## config.mk

```make
export PLATFORM = sky130hd
export DESIGN_NAME = riscv_dift_trap_ctrl_flat
export DESIGN_NICKNAME = d
export VERILOG_FILES = /design/src/rtl/riscv_dift_trap_ctrl_if.sv /design/src/rtl/riscv_dift_trap_ctrl.sv /design/src/flat_wrapper.sv
export SDC_FILE = /design/constraint.sdc
export NUM_CORES = 1
export LEC_CHECK = 0
export CORE_MARGIN = 5
export CORE_UTILIZATION = 50
export DETAILED_ROUTE_END_ITERATION = 6
export GPL_TIMING_DRIVEN = 0
export PLACE_DENSITY = 0.83
export SYNTH_ARGS = -nofsm -noshare
export SYNTH_HDL_FRONTEND = slang
export SYNTH_SLANG_ARGS = --single-unit
```

## constraint.sdc

```tcl
create_clock -name clk -period 11.23 [get_ports clk]
set_input_delay 1.123 -clock clk [delete_from_list [all_inputs] [get_ports clk]]
set_output_delay 1.123 -clock clk [all_outputs]
set_load 0.01 [all_outputs]
```

## src/rtl/riscv_dift_trap_ctrl_if.sv

```systemverilog
// riscv_dift_trap_ctrl_if: core-side signal bundle for the DIFT trap controller
interface riscv_dift_trap_ctrl_if;
  logic exception_i;
  logic ex_valid_i;
  logic [31:0] ex_pc_i;
  logic check_s1_i;
  logic check_s2_i;
  logic check_d_i;
  logic pipe_empty_i;
  logic trap_ack_i;
  logic csr_we_i;
  logic [1:0] csr_addr_i;
  logic [31:0] csr_wdata_i;
  logic [31:0] csr_rdata_o;
  logic halt_o;
  logic trap_req_o;
  logic [31:0] trap_pc_o;
  logic [4:0] trap_cause_o;
  modport master (
    output exception_i, ex_valid_i, ex_pc_i, check_s1_i, check_s2_i, check_d_i,
           pipe_empty_i, trap_ack_i, csr_we_i, csr_addr_i, csr_wdata_i,
    input  csr_rdata_o, halt_o, trap_req_o, trap_pc_o, trap_cause_o
  );
  modport slave (
    input  exception_i, ex_valid_i, ex_pc_i, check_s1_i, check_s2_i, check_d_i,
           pipe_empty_i, trap_ack_i, csr_we_i, csr_addr_i, csr_wdata_i,
    output csr_rdata_o, halt_o, trap_req_o, trap_pc_o, trap_cause_o
  );
endinterface

```

## src/rtl/riscv_dift_trap_ctrl.sv

```systemverilog
// riscv_dift_trap_ctrl: DIFT tag-violation counter and precise trap sequencer
module riscv_dift_trap_ctrl #(
  parameter int CNT_WIDTH = 32
) (
  input logic clk,
  input logic rst,
  riscv_dift_trap_ctrl_if.slave bus
);
  typedef enum logic [1:0] {IDLE, DRAIN, REQ} state_t;
  state_t state_q, state_d;
  logic [1:0] mode_q, mode_d;
  logic [CNT_WIDTH-1:0] thr_q, thr_d, cnt_q, cnt_d;
  logic [31:0] epc_q, epc_d;
  logic [4:0] cause_q, cause_d;
  logic viol, trap, wr_ctrl, wr_cnt;
  logic [CNT_WIDTH:0] cnt_inc;
  logic [CNT_WIDTH+1:0] wdata_x, ctrl_rd;
  always_comb begin
    viol = bus.exception_i & bus.ex_valid_i;
    wr_ctrl = bus.csr_we_i & bus.csr_addr_i == 2'd0;
    wr_cnt = bus.csr_we_i & bus.csr_addr_i == 2'd1;
    cnt_inc = {1'b0, cnt_q} + (CNT_WIDTH+1)'(1);
    trap = state_q == IDLE & viol & (mode_q[1] | (mode_q == 2'd1 & |thr_q & cnt_inc >= {1'b0, thr_q}));
    wdata_x = (CNT_WIDTH+2)'(bus.csr_wdata_i);
    ctrl_rd = {thr_q, mode_q};
    mode_d = wr_ctrl ? wdata_x[1:0] : mode_q;
    thr_d = wr_ctrl ? wdata_x[CNT_WIDTH+1:2] : thr_q;
    cnt_d = wr_cnt ? bus.csr_wdata_i[CNT_WIDTH-1:0] : viol & |mode_q & ~&cnt_q ? cnt_inc[CNT_WIDTH-1:0] : cnt_q;
    epc_d = trap ? bus.ex_pc_i : epc_q;
    cause_d = trap ? {1'b0, ~mode_q[1], bus.check_d_i, bus.check_s2_i, bus.check_s1_i}
                   : {cause_q[4] | (viol & state_q != IDLE), cause_q[3:0]};
    state_d = trap ? DRAIN
            : state_q == DRAIN & bus.pipe_empty_i ? REQ
            : state_q == REQ & bus.trap_ack_i ? IDLE
            : state_q;
    bus.halt_o = state_q != IDLE | trap;
    bus.trap_req_o = state_q == REQ;
    bus.trap_pc_o = epc_q;
    bus.trap_cause_o = cause_q;
    bus.csr_rdata_o = bus.csr_addr_i == 2'd0 ? 32'(ctrl_rd)
                    : bus.csr_addr_i == 2'd1 ? 32'(cnt_q)
                    : bus.csr_addr_i == 2'd2 ? epc_q
                    : {27'b0, cause_q};
  end
  always_ff @(posedge clk) begin
    if (rst) begin
      state_q <= IDLE;
      mode_q <= '0;
      thr_q <= '0;
      cnt_q <= '0;
      epc_q <= '0;
      cause_q <= '0;
    end else begin
      state_q <= state_d;
      mode_q <= mode_d;
      thr_q <= thr_d;
      cnt_q <= cnt_d;
      epc_q <= epc_d;
      cause_q <= cause_d;
    end
  end
endmodule

```

## src/flat_wrapper.sv

```systemverilog
// flat-port wrapper written by rule: the top's interface ports become plain ports
module riscv_dift_trap_ctrl_flat 
#(
  parameter int CNT_WIDTH = 32
)
  (clk, rst, bus_exception_i, bus_ex_valid_i, bus_ex_pc_i, bus_check_s1_i, bus_check_s2_i, bus_check_d_i, bus_pipe_empty_i, bus_trap_ack_i, bus_csr_we_i, bus_csr_addr_i, bus_csr_wdata_i, bus_csr_rdata_o, bus_halt_o, bus_trap_req_o, bus_trap_pc_o, bus_trap_cause_o);
  riscv_dift_trap_ctrl_if bus_i ();
  input logic clk;
  input logic rst;
  input wire logic [$bits(bus_i.exception_i)-1:0] bus_exception_i;
  input wire logic [$bits(bus_i.ex_valid_i)-1:0] bus_ex_valid_i;
  input wire logic [$bits(bus_i.ex_pc_i)-1:0] bus_ex_pc_i;
  input wire logic [$bits(bus_i.check_s1_i)-1:0] bus_check_s1_i;
  input wire logic [$bits(bus_i.check_s2_i)-1:0] bus_check_s2_i;
  input wire logic [$bits(bus_i.check_d_i)-1:0] bus_check_d_i;
  input wire logic [$bits(bus_i.pipe_empty_i)-1:0] bus_pipe_empty_i;
  input wire logic [$bits(bus_i.trap_ack_i)-1:0] bus_trap_ack_i;
  input wire logic [$bits(bus_i.csr_we_i)-1:0] bus_csr_we_i;
  input wire logic [$bits(bus_i.csr_addr_i)-1:0] bus_csr_addr_i;
  input wire logic [$bits(bus_i.csr_wdata_i)-1:0] bus_csr_wdata_i;
  output wire logic [$bits(bus_i.csr_rdata_o)-1:0] bus_csr_rdata_o;
  output wire logic [$bits(bus_i.halt_o)-1:0] bus_halt_o;
  output wire logic [$bits(bus_i.trap_req_o)-1:0] bus_trap_req_o;
  output wire logic [$bits(bus_i.trap_pc_o)-1:0] bus_trap_pc_o;
  output wire logic [$bits(bus_i.trap_cause_o)-1:0] bus_trap_cause_o;
  assign bus_i.exception_i = bus_exception_i;
  assign bus_i.ex_valid_i = bus_ex_valid_i;
  assign bus_i.ex_pc_i = bus_ex_pc_i;
  assign bus_i.check_s1_i = bus_check_s1_i;
  assign bus_i.check_s2_i = bus_check_s2_i;
  assign bus_i.check_d_i = bus_check_d_i;
  assign bus_i.pipe_empty_i = bus_pipe_empty_i;
  assign bus_i.trap_ack_i = bus_trap_ack_i;
  assign bus_i.csr_we_i = bus_csr_we_i;
  assign bus_i.csr_addr_i = bus_csr_addr_i;
  assign bus_i.csr_wdata_i = bus_csr_wdata_i;
  assign bus_csr_rdata_o = bus_i.csr_rdata_o;
  assign bus_halt_o = bus_i.halt_o;
  assign bus_trap_req_o = bus_i.trap_req_o;
  assign bus_trap_pc_o = bus_i.trap_pc_o;
  assign bus_trap_cause_o = bus_i.trap_cause_o;
  riscv_dift_trap_ctrl #(.CNT_WIDTH(CNT_WIDTH)) u_core (.clk(clk), .rst(rst), .bus(bus_i));
endmodule
```

## Word-level counts from Yosys, hierarchy flattened

Cells that the tools add are included.

| storage, ports and cells | value |
|---|---|
| register bits | 103 |
| bits of input ports | 76 |

| cells by class | value |
|---|---|
| add/sub/neg operators | 1 |
| order comparisons | 1 |
| equality and inequality tests | 5 |
| multiplexer cells | 8 |
| bitwise gates (word level) | 16 |
| reduce and logical (&&, ||, !) cells | 11 |

Operators by type and width:

| kind | count |
|---|---|
| 32-bit 2-to-1 mux | 5 |
| 32-bit by 1-bit adder with 33-bit output (second input constant) | 1 |
| 33-bit by 30-bit >= comparator with 1-bit output | 1 |
| 32-bit AND reduction | 1 |
| 30-bit OR reduction | 1 |
| 1-bit AND | 12 |
| 2-bit by 1-bit == test with 1-bit output (second input constant) | 3 |
| 2-bit nonzero test | 3 |
| 2-bit == test (second input constant) | 2 |
| 2-bit logical NOT | 2 |
| 2-bit 2-to-1 mux | 2 |
| 2-bit OR reduction | 2 |
| 1-bit bitwise OR | 3 |
| 3-bit nonzero test | 1 |
| 1-bit logical NOT | 1 |
| 1-bit 2-to-1 mux | 1 |
| 1-bit inverter | 1 |

## Depth between registers and ports, before layout

| depth | value |
|---|---|
| depth after elaboration | 6 |
| gate-level depth with buffers | 17 |

## Worst setup path before layout

No wires, ideal clock.

| path | value |
|---|---|
| kind | flip-flop to output port |
| start | register u_core.cnt_q[0] |
| end | output bus_halt_o |
| arrival time | 3.604 ns |
| data required time | 10.107 ns |
| setup slack | 6.503 ns |
| cell stages (with the launch flop) | 18 |
| path buffers | 2 |
| path through | dfxtp_1 ha_1 nand3_2 nor3_2 nand3_1 nor2b_1 nand3_1 xnor2_1 ha_1 and2_1 a221o_1 a221oi_1 o21ai_0 o41ai_2 and2_1 buf_4 buf_6 nand2_1 |

| between the ends | value |
|---|---|
| word-level cells in the longest chain between the ends | 6 |

RTL lines:

| element | line | source |
|---|---|---|
| start, declared | riscv_dift_trap_ctrl.sv:12 | `logic [CNT_WIDTH-1:0] thr_q, thr_d, cnt_q, cnt_d;` |
| start signal, assigned | riscv_dift_trap_ctrl.sv:57 | `cnt_q <= cnt_d;` |
| 32-bit by 1-bit adder with 33-bit output | riscv_dift_trap_ctrl.sv:22 | `cnt_inc = {1'b0, cnt_q} + (CNT_WIDTH+1)'(1);` |
| 33-bit by 30-bit >= comparator with 1-bit output | riscv_dift_trap_ctrl.sv:23 | `trap = state_q == IDLE & viol & (mode_q[1] \| (mode_q == 2'd1 & \|thr_q & cnt_inc >= {1'b0, thr_q}));` |
| 1-bit AND | riscv_dift_trap_ctrl.sv:23 |  |
| 1-bit bitwise OR | riscv_dift_trap_ctrl.sv:23 |  |
| 1-bit AND | riscv_dift_trap_ctrl.sv:23 |  |
| 1-bit bitwise OR | riscv_dift_trap_ctrl.sv:36 | `bus.halt_o = state_q != IDLE \| trap;` |
| end, declared | flat_wrapper.sv:22 | `output wire logic [$bits(bus_i.halt_o)-1:0] bus_halt_o;` |

Every way passes these cells.

## Worst setup path in the final report

Same ends and word-level chain as after synthesis.

==> qor.txt <==
hold_buf cts: 0
status: finished, final reports clean
Ant. Diodes: 0
crit-path max FO: 10
Filler cells: 1,098
internal power: 0.000668 W
Switching Share: 25.7%
GRT Overall Usage: 28.1%
CTS tree: done
GR Overflow Total: 0
Hold Violations, Final: 0
Synthesis Warnings: 0
layout net count: 1,072
DP HPWL: 16,400 um
leakage: 3.02 nW
synthesis-stage register bit count: 103
router iterations before antenna repair: 5
CTS buffer count: 9
Vias/cell: 5.87
pwr/cell area: 107 mW/mm2
Mapped Area: 0.00645 mm2
Comb power frac: 16.8%
post-synth net total: 918
ys async rst share: 0%
Clk network pwr share: 39.6%
Port Buffers: 143
cell taking the most area after synthesis: dfxtp_1
endpoint type of the worst setup path: primary output
max-cap check violation count: 0
ys flop type: dfxtp_1
Vias: 6,696
Final Setup Violations: 0
initial DRC count: 518
Routed WL: 21,500 um
antenna-violating nets left: 0
IO Pins: 147
first-pass GRT wire length: 33,000 um
DP Area: 0.00809 mm2
area share of the largest cell type after synthesis: 32.0%
RSZ-0062 raised after global routing: false
sequential power share: 43.6%
Hold WC Path Type: reg -> reg
VDD IR max: 0.0944 mV
CTS root buffer: clkbuf_16
Seq/Total Area, Yosys: 32.0%
Core Util, Final: 66.7%
Die Ht: 124 um
count leader, synth: nand2_1
period utilization: 59.0%
initial antenna violation count: 0
area of the core: 0.0126 mm2
Cell variety after synth: 51
number of synthesized flops with an enable pin: 0
fmax: 151 MHz
initial core utilization: 51.1%
largest net degree at the start of global routing: 16
Worst-Margin Slew: 1000 ps
layout cell share with drive strength beyond 1: 5.37%
Slew HR: 33.2%
Longest Clk Path Bufs: 2
top cells by count, synth: 117 x nand2_1, 103 x dfxtp_1, 49 x o21ai_0
top post-synthesis cells by area: dfxtp_1 32%, nand2_1 6.8%, ha_1 6.0%
# resized after CTS: 0
CP Data Arrival Time: 5510 ps
H-tree levels: 3
Placer Congestion: 0.982
Psw: 0.000231 W
Clock Sinks: 103
Worst Path Required: 10,110 ps
Final min period: 6630 ps
die area: 0.0153 mm2
clk_skew: 7.36 ps
P&R area growth vs syn: 30.6%
Cells after Synth: 811
wire per inst: 18.8 um
Design Area, Final: 0.00842 mm2
setup_tns: 0 ps
CP Class: reg -> out
Chip Width: 124 um
Worst-path clk slew: 70 ps
Pins Over Slew Limit: 0
Post-CTS Setup Repair Bufs: 0
Worst Setup Start Kind: flip-flop
Rows: 41
drt drc: 0
syn avg cell area: 7.95 um2
vias in the first global route: 6,303
Clock Latency Late Sink: 360 ps
worst max-delay path, stage by stage, from the launching register on:
cell and delay [ps]:
dfxtp_1 510, ha_1 280, nand3_2 190, nor3_2 350
nand3_1 280, nor2b_1 350, nand3_1 140, xnor2_1 150
ha_1 300, and2_1 190, a221o_1 320, a221oi_1 360
o21ai_0 160, o41ai_2 470, and2_1 190, buf_4 180
buf_6 160, nand2_1 70, clkdlybuf4s50_1 500
per-layer routing:
metal	global-route usage [%]	vias to the layer above	wire length, um
li1	-	3157	-
met1	37.0	3143	8760
met2	43.9	344	9720
met3	7.00	52	2090
met4	11.5	0	892
met5	0	-	0
placed cells by master, fill, tap and decap left out, types with 3 or more instances in the layout:
cell,synthesis,routed
nor2b_1,3,3
a311oi_1,9,9
bufinv_16,0,3
nand2b_1,37,37
xor2_1,29,29
inv_1,37,37
ha_1,31,31
buf_1,3,3
nor3_1,5,5
and2_1,6,6
a21oi_1,42,42
nand4b_1,35,35
mux2i_1,27,27
and4_1,3,3
buf_2,14,14
dfxtp_1,103,103
clkdlybuf4s50_1,0,143
buf_4,3,3
nor4_1,8,8
and3_1,7,7
mux4_2,5,5
o21ai_0,49,49
xnor2_1,23,23
nand3_1,20,20
clkbuf_16,0,9
nor3_2,3,3
nand2_1,117,117
buf_6,6,6
nor2_1,47,47
nand4_1,16,16
or3_1,7,7
o21ai_1,28,28
clkbuf_1,39,41
a211oi_1,26,26
layout make-up:
type	instances	area, um2	share of cell area, %
buffer	65	318	3.77
multi-input combinational	606	3930	46.6
tap	172	215	2.56
sequential	103	2060	24.5
clock buffer	11	233	2.76
clock inverter	4	95.1	1.13
inverter	37	139	1.65
timing repair buffer	143	1430	17.0
power by group through the flow:
stage | Clock (W) | Combinational (W) | Sequential, W
final | 0.000356 | 0.000151 | 0.000392
after global routing | 0.000373 | 0.000165 | 0.000393
after CTS | 0.000359 | 0.000149 | 0.000391
after detailed placement | 0 | 0.000148 | 0.000399
after global placement | 0 | 0.000147 | 0.000399
after floorplan | 0 | 0.0000837 | 0.000395
sequential cells by signal (all words and copies together), names as in the netlist:
| signal | count |
|---|---|
| u_core.bus.trap_cause_o | 5 |
| u_core.bus.trap_pc_o | 32 |
| u_core.cnt_q | 32 |
| u_core.mode_q | 2 |
| u_core.state_q | 2 |
| u_core.thr_q | 30 |
metrics by stage:
stage	power [W]	hold WS, ps	setup WS, ps	std cells
floorplan	0.000478	457	6500	811
global placement	0.000546	475	5090	1126
detailed placement	0.000548	483	5080	1126
CTS	0.000899	489	4640	1141
global route	0.000931	512	4230	1141
finish	0.000899	490	4600	1141
cells by family after synthesis:
kind of cell / count (synthesis) / share of synthesized area [%]
buffers and inverters: 102 / 7.08
xor gates and xnor gates: 52 / 7.06
adders and majority gates: 31 / 6.02
AOI/OAI and AO/OA: 170 / 15.7
and+or+nand+nor: 321 / 26.2
DFF: 103 / 32.0
muxes: 32 / 5.94
worst paths after layout:
| kind | slack, ps | cells after the start | end | start |
|---|---|---|---|---|
| setup / recovery | 4600 | 18 | bus_halt_o | u_core.cnt_q[0] |
| hold / removal | 490 | 2 | u_core.bus.trap_cause_o[3] | u_core.bus.trap_cause_o[3] |
| setup reg to reg | 6440 | 17 | u_core.state_q[0] | u_core.cnt_q[0] |
| hold reg to reg | 490 | 2 | u_core.bus.trap_cause_o[3] | u_core.bus.trap_cause_o[3] |
Note: power is estimated with default switching activity, not from simulation.
